===== config.mk =====
export PLATFORM = sky130hd
export DESIGN_NAME = mips_multicycle_ctrl
export DESIGN_NICKNAME = d
export VERILOG_FILES = /design/src/rtl/mips_multicycle_ctrl.sv
export SDC_FILE = /design/constraint.sdc
export NUM_CORES = 1
export LEC_CHECK = 0
export CORE_AREA = 2 2 44 46
export CTS_CLUSTER_SIZE = 40
export DETAILED_ROUTE_END_ITERATION = 16
export DIE_AREA = 0 0 46 48
export PLACE_DENSITY_LB_ADDON = 0.05
export SYNTH_ARGS = -nofsm -noshare
export SYNTH_HDL_FRONTEND = slang
export SYNTH_SLANG_ARGS = --single-unit

===== constraint.sdc =====
create_clock -name clk -period 2 [get_ports clk]
set_input_delay 0.3 -clock clk [delete_from_list [all_inputs] [get_ports clk]]
set_output_delay 0.3 -clock clk [all_outputs]
set_load 0.03 [all_outputs]

===== src/rtl/mips_multicycle_ctrl.sv =====
// Main control FSM for the multicycle MIPS datapath.
// Sequences the shared ALU, memory, IR, PC and register file from FETCH
// through WRITEBACK. Outputs are Moore-decoded from the current state; pc_en
// also folds in the ALU zero flag for beq.
//
// Ports:
//   clk, rst       rising-edge clock, asynchronous active-high reset
//   opcode         IR[31:26], sampled only in DECODE
//   zero           ALU zero flag, meaningful while alu_op = 2'b01
//   stall          hold state; write enables and pulses forced low
//   pc_en          PC load = pc_write | (branch & zero)
//   ir_write       IR load
//   mem_write      data memory write
//   reg_write      register file write
//   iord           memory address select (0 = PC, 1 = ALUOut)
//   reg_dst        register destination (0 = rt, 1 = rd)
//   mem_to_reg     write-back source (0 = ALUOut, 1 = MDR)
//   alu_src_a      ALU A select (0 = PC, 1 = A)
//   alu_src_b      ALU B select (00 B, 01 4, 10 imm, 11 imm<<2)
//   alu_op         00 add, 01 sub/compare, 10 funct
//   pc_src         00 ALU result, 01 ALUOut, 10 jump target
//   instr_done     one-cycle pulse in the last state of an instruction
//   illegal        one-cycle pulse in DECODE for an unknown opcode
//   state          current state (debug)
module mips_multicycle_ctrl #(
   parameter int unsigned OPW = 6
) (
   input  logic           clk,
   input  logic           rst,
   input  logic [OPW-1:0] opcode,
   input  logic           zero,
   input  logic           stall,
   output logic           pc_en,
   output logic           ir_write,
   output logic           mem_write,
   output logic           reg_write,
   output logic           iord,
   output logic           reg_dst,
   output logic           mem_to_reg,
   output logic           alu_src_a,
   output logic [1:0]     alu_src_b,
   output logic [1:0]     alu_op,
   output logic [1:0]     pc_src,
   output logic           instr_done,
   output logic           illegal,
   output logic [3:0]     state
);

   localparam logic [OPW-1:0] OP_R    = OPW'(6'b000000);
   localparam logic [OPW-1:0] OP_LW   = OPW'(6'b100011);
   localparam logic [OPW-1:0] OP_SW   = OPW'(6'b101011);
   localparam logic [OPW-1:0] OP_BEQ  = OPW'(6'b000100);
   localparam logic [OPW-1:0] OP_ADDI = OPW'(6'b001000);
   localparam logic [OPW-1:0] OP_J    = OPW'(6'b000010);

   typedef enum logic [3:0] {
      S_FETCH    = 4'd0,
      S_DECODE   = 4'd1,
      S_MEMADR   = 4'd2,
      S_MEMRD    = 4'd3,
      S_MEMWB    = 4'd4,
      S_MEMWR    = 4'd5,
      S_RTYPE_EX = 4'd6,
      S_ALUWB    = 4'd7,
      S_BEQ      = 4'd8,
      S_ADDI_EX  = 4'd9,
      S_ADDI_WB  = 4'd10,
      S_JUMP     = 4'd11
   } state_e;

   state_e         state_q, state_d;
   logic [OPW-1:0] opcode_q, opcode_d;
   logic           pc_write;
   logic           branch;

   // State and latched opcode
   always_ff @(posedge clk or posedge rst) begin
      if (rst) begin
         state_q  <= S_FETCH;
         opcode_q <= '0;
      end else begin
         state_q  <= state_d;
         opcode_q <= opcode_d;
      end
   end

   // Next state and Moore output decode, then stall and reset gating
   always_comb begin
      state_d    = state_q;
      opcode_d   = opcode_q;
      pc_write   = 1'b0;
      branch     = 1'b0;
      pc_en      = 1'b0;
      ir_write   = 1'b0;
      mem_write  = 1'b0;
      reg_write  = 1'b0;
      iord       = 1'b0;
      reg_dst    = 1'b0;
      mem_to_reg = 1'b0;
      alu_src_a  = 1'b0;
      alu_src_b  = 2'b00;
      alu_op     = 2'b00;
      pc_src     = 2'b00;
      instr_done = 1'b0;
      illegal    = 1'b0;

      case (state_q)
         S_FETCH: begin
            ir_write  = 1'b1;
            pc_write  = 1'b1;
            alu_src_b = 2'b01;
            state_d   = S_DECODE;
         end
         S_DECODE: begin
            // ALU precomputes the branch target while the opcode is decoded
            alu_src_b = 2'b11;
            opcode_d  = opcode;
            case (opcode)
               OP_LW, OP_SW: state_d = S_MEMADR;
               OP_R:         state_d = S_RTYPE_EX;
               OP_BEQ:       state_d = S_BEQ;
               OP_ADDI:      state_d = S_ADDI_EX;
               OP_J:         state_d = S_JUMP;
               default: begin
                  illegal = 1'b1;
                  state_d = S_FETCH;
               end
            endcase
         end
         S_MEMADR: begin
            alu_src_a = 1'b1;
            alu_src_b = 2'b10;
            // IR input may already have moved on; use the DECODE-time copy
            state_d   = (opcode_q == OP_LW) ? S_MEMRD : S_MEMWR;
         end
         S_MEMRD: begin
            iord    = 1'b1;
            state_d = S_MEMWB;
         end
         S_MEMWB: begin
            mem_to_reg = 1'b1;
            reg_write  = 1'b1;
            instr_done = 1'b1;
            state_d    = S_FETCH;
         end
         S_MEMWR: begin
            iord       = 1'b1;
            mem_write  = 1'b1;
            instr_done = 1'b1;
            state_d    = S_FETCH;
         end
         S_RTYPE_EX: begin
            alu_src_a = 1'b1;
            alu_op    = 2'b10;
            state_d   = S_ALUWB;
         end
         S_ALUWB: begin
            reg_dst    = 1'b1;
            reg_write  = 1'b1;
            instr_done = 1'b1;
            state_d    = S_FETCH;
         end
         S_BEQ: begin
            alu_src_a  = 1'b1;
            alu_op     = 2'b01;
            pc_src     = 2'b01;
            branch     = 1'b1;
            instr_done = 1'b1;
            state_d    = S_FETCH;
         end
         S_ADDI_EX: begin
            alu_src_a = 1'b1;
            alu_src_b = 2'b10;
            state_d   = S_ADDI_WB;
         end
         S_ADDI_WB: begin
            reg_write  = 1'b1;
            instr_done = 1'b1;
            state_d    = S_FETCH;
         end
         S_JUMP: begin
            pc_src     = 2'b10;
            pc_write   = 1'b1;
            instr_done = 1'b1;
            state_d    = S_FETCH;
         end
         default: state_d = S_FETCH;
      endcase

      // zero comes straight from the ALU, so a taken beq loads PC this cycle
      pc_en = pc_write | (branch & zero);

      // Stall freezes the FSM; selects stay valid, side effects are blocked
      if (stall) begin
         state_d    = state_q;
         opcode_d   = opcode_q;
         pc_en      = 1'b0;
         ir_write   = 1'b0;
         mem_write  = 1'b0;
         reg_write  = 1'b0;
         instr_done = 1'b0;
         illegal    = 1'b0;
      end

      // Reset kills everything combinationally so no write escapes mid-cycle
      if (rst) begin
         pc_en      = 1'b0;
         ir_write   = 1'b0;
         mem_write  = 1'b0;
         reg_write  = 1'b0;
         iord       = 1'b0;
         reg_dst    = 1'b0;
         mem_to_reg = 1'b0;
         alu_src_a  = 1'b0;
         alu_src_b  = 2'b00;
         alu_op     = 2'b00;
         pc_src     = 2'b00;
         instr_done = 1'b0;
         illegal    = 1'b0;
      end
   end

   assign state = state_q;

endmodule


# Yosys cells after proc, flatten, opt, wreduce, memory -nomap -nowiden
# Cells that the tools add are included.
[totals]
regBits = 10
inputBits = 10
out_inout_bits = 20
word_cells = 70
[op_classes]
eq_ne = 17
muxes = 37
bitwise = 3
n_reduce_logical = 11
[op_table]
columns = ["op", "n"]
rows = [
  ["1-bit 2-to-1 mux", 28],
  ["4-bit one-hot mux with 6 select lines", 1],
  ["4-bit one-hot mux with 5 select lines", 1],
  ["6-bit equality test, second input constant", 3],
  ["4-bit by 3-bit equality test with 1-bit output, second input constant", 4],
  ["4-bit equality test, second input constant", 4],
  ["6-bit OR reduction", 2],
  ["4-bit by 2-bit equality test with 1-bit output, second input constant", 2],
  ["2-bit one-hot mux with 2 select lines", 2],
  ["2-bit OR reduction", 4],
  ["6-bit by 2-bit equality test with 1-bit output, second input constant", 1],
  ["6-bit by 3-bit equality test with 1-bit output, second input constant", 1],
  ["6-bit by 4-bit equality test with 1-bit output, second input constant", 1],
  ["6-bit logical NOT", 1],
  ["2-bit 2-to-1 mux", 3],
  ["2-bit one-hot mux with 3 select lines", 1],
  ["4-bit by 1-bit equality test with 1-bit output, second input constant", 1],
  ["4-bit logical NOT", 1],
  ["4-bit OR reduction", 1],
  ["3-bit 2-to-1 mux", 1],
  ["3-bit OR reduction", 1],
  ["2-bit AND reduction", 1],
  ["1-bit bitwise AND", 1],
  ["1-bit inverter", 1],
  ["1-bit OR", 1],
]

# Longest topological paths before layout
# Gate-level depths: netlist (run 1).
[depth]
ltp_word = 6
depth_mapped = 5
ltp_nobuf = 4

# Worst setup path after synthesis (run 1)
# OpenSTA, ideal clock, no wires.
[synth_timing]
path_type = "reg-to-output"
start = "register state_q[0], in the netlist state[0]"
end = "output port ir_write"
arrival_ns = 1.953
t_required_ns = 1.700
setup_slack_ns = -0.253
stages_incl_launch_ff = 4
n_path_buf = 1
path_cell_list = "dfrtp_1 -> clkbuf_1 -> nor2_1 -> nor4b_1"
[synth_between]
elab_chain_cells = 4
[synth_rtl]
columns = ["item", "line", "rtl"]
rows = [
  ["from (decl)", "71", "state_e state_q, state_d;"],
  ["from (signal assigned)", "82", "state_q <= state_d;"],
  ["4-bit logical NOT", "107", "case (state_q)"],
  ["1-bit 2-to-1 mux", "107", ""],
  ["1-bit 2-to-1 mux", "194", "if (stall) begin"],
  ["1-bit 2-to-1 mux", "206", "if (rst) begin"],
  ["to (decl)", "34", "output logic ir_write,"],
]
# No other way between the ends.

# Worst setup path after layout (run 1)
[layout_timing]
start = "input port opcode[1]"
end = "output port illegal"
[layout_between]
elab_chain_cells = 6
elab_cells_between_ends = 11
classes_between = "eq/ne: 5; mux: 4; reduce/logical: 2"
[layout_rtl]
columns = ["item", "line", "rtl"]
rows = [
  ["from (decl)", "30", "input logic [OPW-1:0] opcode,"],
  ["6-bit by 2-bit equality test with 1-bit output (tied with other cells)", "118", "case (opcode)"],
  ["6-bit OR reduction (no source line) *", "--", ""],
  ["1-bit 2-to-1 mux *", "118", ""],
  ["1-bit 2-to-1 mux *", "107", ""],
  ["1-bit 2-to-1 mux *", "194", ""],
  ["1-bit 2-to-1 mux *", "206", ""],
  ["to (decl)", "45", "output logic illegal,"],
]
# Mark *: on every way between the ends. The rest lies on a longest branch, timed or not.

==> results of run 1 <==
-- per-layer routing --
metal,global-route usage,vias up
met5,0,-
met4,0.0914,0
met3,0.0340,4
met2,0.364,29
met1,0.245,407
li1,-,428
-- timing repair --
action                                  4_1_cts  5_1_grt
gates resized for setup                       0        3
hold endpoints to repair                      0        0
endpoints found under the setup margin        0        5
-- kinds of logic after synthesis --
group / Yosys count / share of synthesized area
DFF: 10 / 0.324
and+or+nand+nor: 45 / 0.311
buffers and inverters: 11 / 0.0551
AOI/OAI and AO/OA: 21 / 0.188
muxes: 6 / 0.0875
xor gates and xnor gates: 3 / 0.0340
-- cells in the mapped netlist (3+ instances only) --
cell,count,area share
nand3_1,5,0.032
nand2b_1,4,0.032
nand2_1,7,0.034
nor3_1,8,0.052
o21ai_0,3,0.019
nor4_1,4,0.032
mux2_2,6,0.088
nor2_1,9,0.044
clkbuf_1,7,0.034
a21oi_1,6,0.039
dfrtp_1,10,0.32
-- final cells by class --
type / count / area, sq um
clock buffers: 3 / 22.5
repair buffers: 43 / 355
inverters: 2 / 7.51
flip-flops and latches: 10 / 253
multi-input cells: 75 / 503
fillers: 162 / 527
well taps: 17 / 21.3
-- power groups by stage --
stage / combinational [mW] / clock, mW / sequential [mW]
floorplan: 0.244 / 0 / 0.317
global placement: 0.381 / 0 / 0.316
detailed placement: 0.386 / 0 / 0.319
CTS: 0.387 / 0.135 / 0.315
global route: 0.421 / 0.140 / 0.327
finish: 0.386 / 0.130 / 0.321
-- how the worst max path moves through the flow --
stage | start | to | slack (ns)
finish | opcode[1] | illegal | 0.07
floorplan | state[2] | alu_src_b[0] | -0.13
detailed placement | opcode[1] | illegal | 0.05
global placement | opcode[1] | illegal | 0.05
CTS | state[0] | alu_src_b[1] | 0.03
global route | stall | ir_write | 0.007
-- sequential cells by signal, summed over array words and instances (netlist names) --
signal / flops
opcode_q: 6
state: 4
-- through the flow --
stage	worst slack, ns	cells	utilization
final	0.0678	150	0.688
after detailed placement	0.0544	147	0.670
after global placement	0.0542	147	0.670
after CTS	0.0339	150	0.683
after global routing	0.00680	150	0.688
after floorplan	-0.134	96	-
==> impl_metrics.env, run 1 <==
export IMPL_grt_pass1_vias=779
export IMPL_antenna_cells=0
export IMPL_fin_tns_setup_ns=0
export IMPL_max_cap_viol_count=0
export IMPL_min_path_cells=1
export IMPL_ys_warn_count=0
export IMPL_crit_path_start_kind="input port"
export IMPL_worst_slew_pin_slew_ns=0.319
export IMPL_root_buffer="clkbuf_4"
export IMPL_path_class="in -> out"
export IMPL_synth_distinct_cells=33
export IMPL_wl_met1_microns=902
export IMPL_synth_cell_area_sq_um=772
export IMPL_critical_path_max_stage_delay_ns=0.43
export IMPL_worstReg2RegStart="state[1]"
export IMPL_crit_chain="clkdlybuf4s50_1 > buf_4 > xor2_1 > o211ai_1 > o311a_1 > buf_4"
export IMPL_vdd_drop_max_uv=741
export IMPL_die_area_sq_um=2210
export IMPL_h_tree_depth=1
export IMPL_vias_per_cell=5.79
export IMPL_status="finished, final reports clean"
export IMPL_p_comb_frac=0.461
export IMPL_top_layer_used="met4"
export IMPL_wl_met3_microns=111
export IMPL_slowest_stage="clkdlybuf4s50_1"
export IMPL_clock_path_buffers=2
export IMPL_fin_crit_sh=0.966
export IMPL_grt_pass1_wl_mm=3.24
export IMPL_p_seq_frac=0.383
export IMPL_gp_congestion=0.797
export IMPL_antenna_found_initial=0
export IMPL_synth_edf_count=0
export IMPL_fin_area_sq_um=1160
export IMPL_hold_end="opcode_q[2]"
export IMPL_insertion_delay_ns=0.26
export IMPL_crit_buf_inv=3
export IMPL_path_clk_slew_ns=0.06
export IMPL_p_sw_frac=0.372
export IMPL_switchingPower_uw=312
export IMPL_synth_area_per_cell_sq_um=8.04
export IMPL_final_common_cell="buf_4"
export IMPL_fmax_mhz=518
export IMPL_finalSetupViolCount=0
export IMPL_portBuffers=29
export IMPL_cts_buffers_inserted=3
export IMPL_synth_cells=96
export IMPL_synthesis_nets=106
export IMPL_finalCriticalPeriod_ns=1.93
export IMPL_core_area_sq_um=1690
export IMPL_p_per_area_nw_per_um2=721
export IMPL_crit_arrival_ns=1.63
export IMPL_maxSlewViolCount=0
export IMPL_die_w_microns=46
export IMPL_final_nets=145
export IMPL_skew_ns=0.00186
export IMPL_fp_dieH_microns=48
export IMPL_drt_first_iter_violations=17
export IMPL_layout_area_overhead_vs_synth_pct=50.6
export IMPL_maxSlewHeadroom=0.787
export IMPL_wirelength_mm=2.11
export IMPL_grt_max_degree=14
export IMPL_r2r_end="opcode_q[5]"
export IMPL_rsz0062_at_grt="false"
export IMPL_route_met2_wl_mm=1.06
export IMPL_crit_path_end_kind="output pin"
export IMPL_ant_nets=0
export IMPL_finalHoldViolCount=0
export IMPL_whs_ns=0.496
export IMPL_critPathTopFamily="buffers and inverters"
export IMPL_clock_sinks=10
export IMPL_power_total_uw=838
export IMPL_hp_start="opcode_q[2]"
export IMPL_cts_tree="built"
export IMPL_p_int_uw=526
export IMPL_wl_per_cell_microns=14.1
export IMPL_pwr_share_clk=0.155
export IMPL_ys_flop_type="dfrtp_1"
export IMPL_row_count=15
export IMPL_hp_class="reg -> reg"
export IMPL_initial_core_util=0.457
export IMPL_via_count=868
export IMPL_io_pins=30
export IMPL_crit_path_max_fanout=6
export IMPL_drive_gt1_frac=0.361
export IMPL_ys_seq_area_frac=0.324
export IMPL_dpl_hpwl_mm=1.62
export IMPL_ys_seq_elements=10
export IMPL_cts_setup_buffers=0
export IMPL_worst_path_stages=6
export IMPL_dr_pass1_iters=4
export IMPL_remaining_drc_errors=0
export IMPL_required_ns=1.70
export IMPL_final_cell_mix="30 x buf_4, 13 x clkdlybuf4s50_1, 9 x nor2_1"
export IMPL_place_area_sq_um=1130
export IMPL_p_leak_nw=0.480
export IMPL_async_flop_share=1.00
export IMPL_crit_top_cell="buf_4"
export IMPL_cts_hold_buf=0
export IMPL_grtUsageTotal=0.206
export IMPL_r2r_setup_slack_ns=0.45
export IMPL_overflow=0
export IMPL_reg2regPathDepth=4
No activity file was read; power rests on OpenSTA's default activity.
==> inputs of run 2 (changes only) <==
--- a/config.mk
+++ b/config.mk
@@ -9,6 +9,7 @@
 export CTS_CLUSTER_SIZE = 40
 export DETAILED_ROUTE_END_ITERATION = 16
 export DIE_AREA = 0 0 46 48
+export GPL_ROUTABILITY_DRIVEN = 1
 export PLACE_DENSITY_LB_ADDON = 0.05
 export SYNTH_ARGS = -nofsm -noshare
 export SYNTH_HDL_FRONTEND = slang
==> results of run 2 <==
The final DEF is identical to that of run 1; final timing and power are the same.
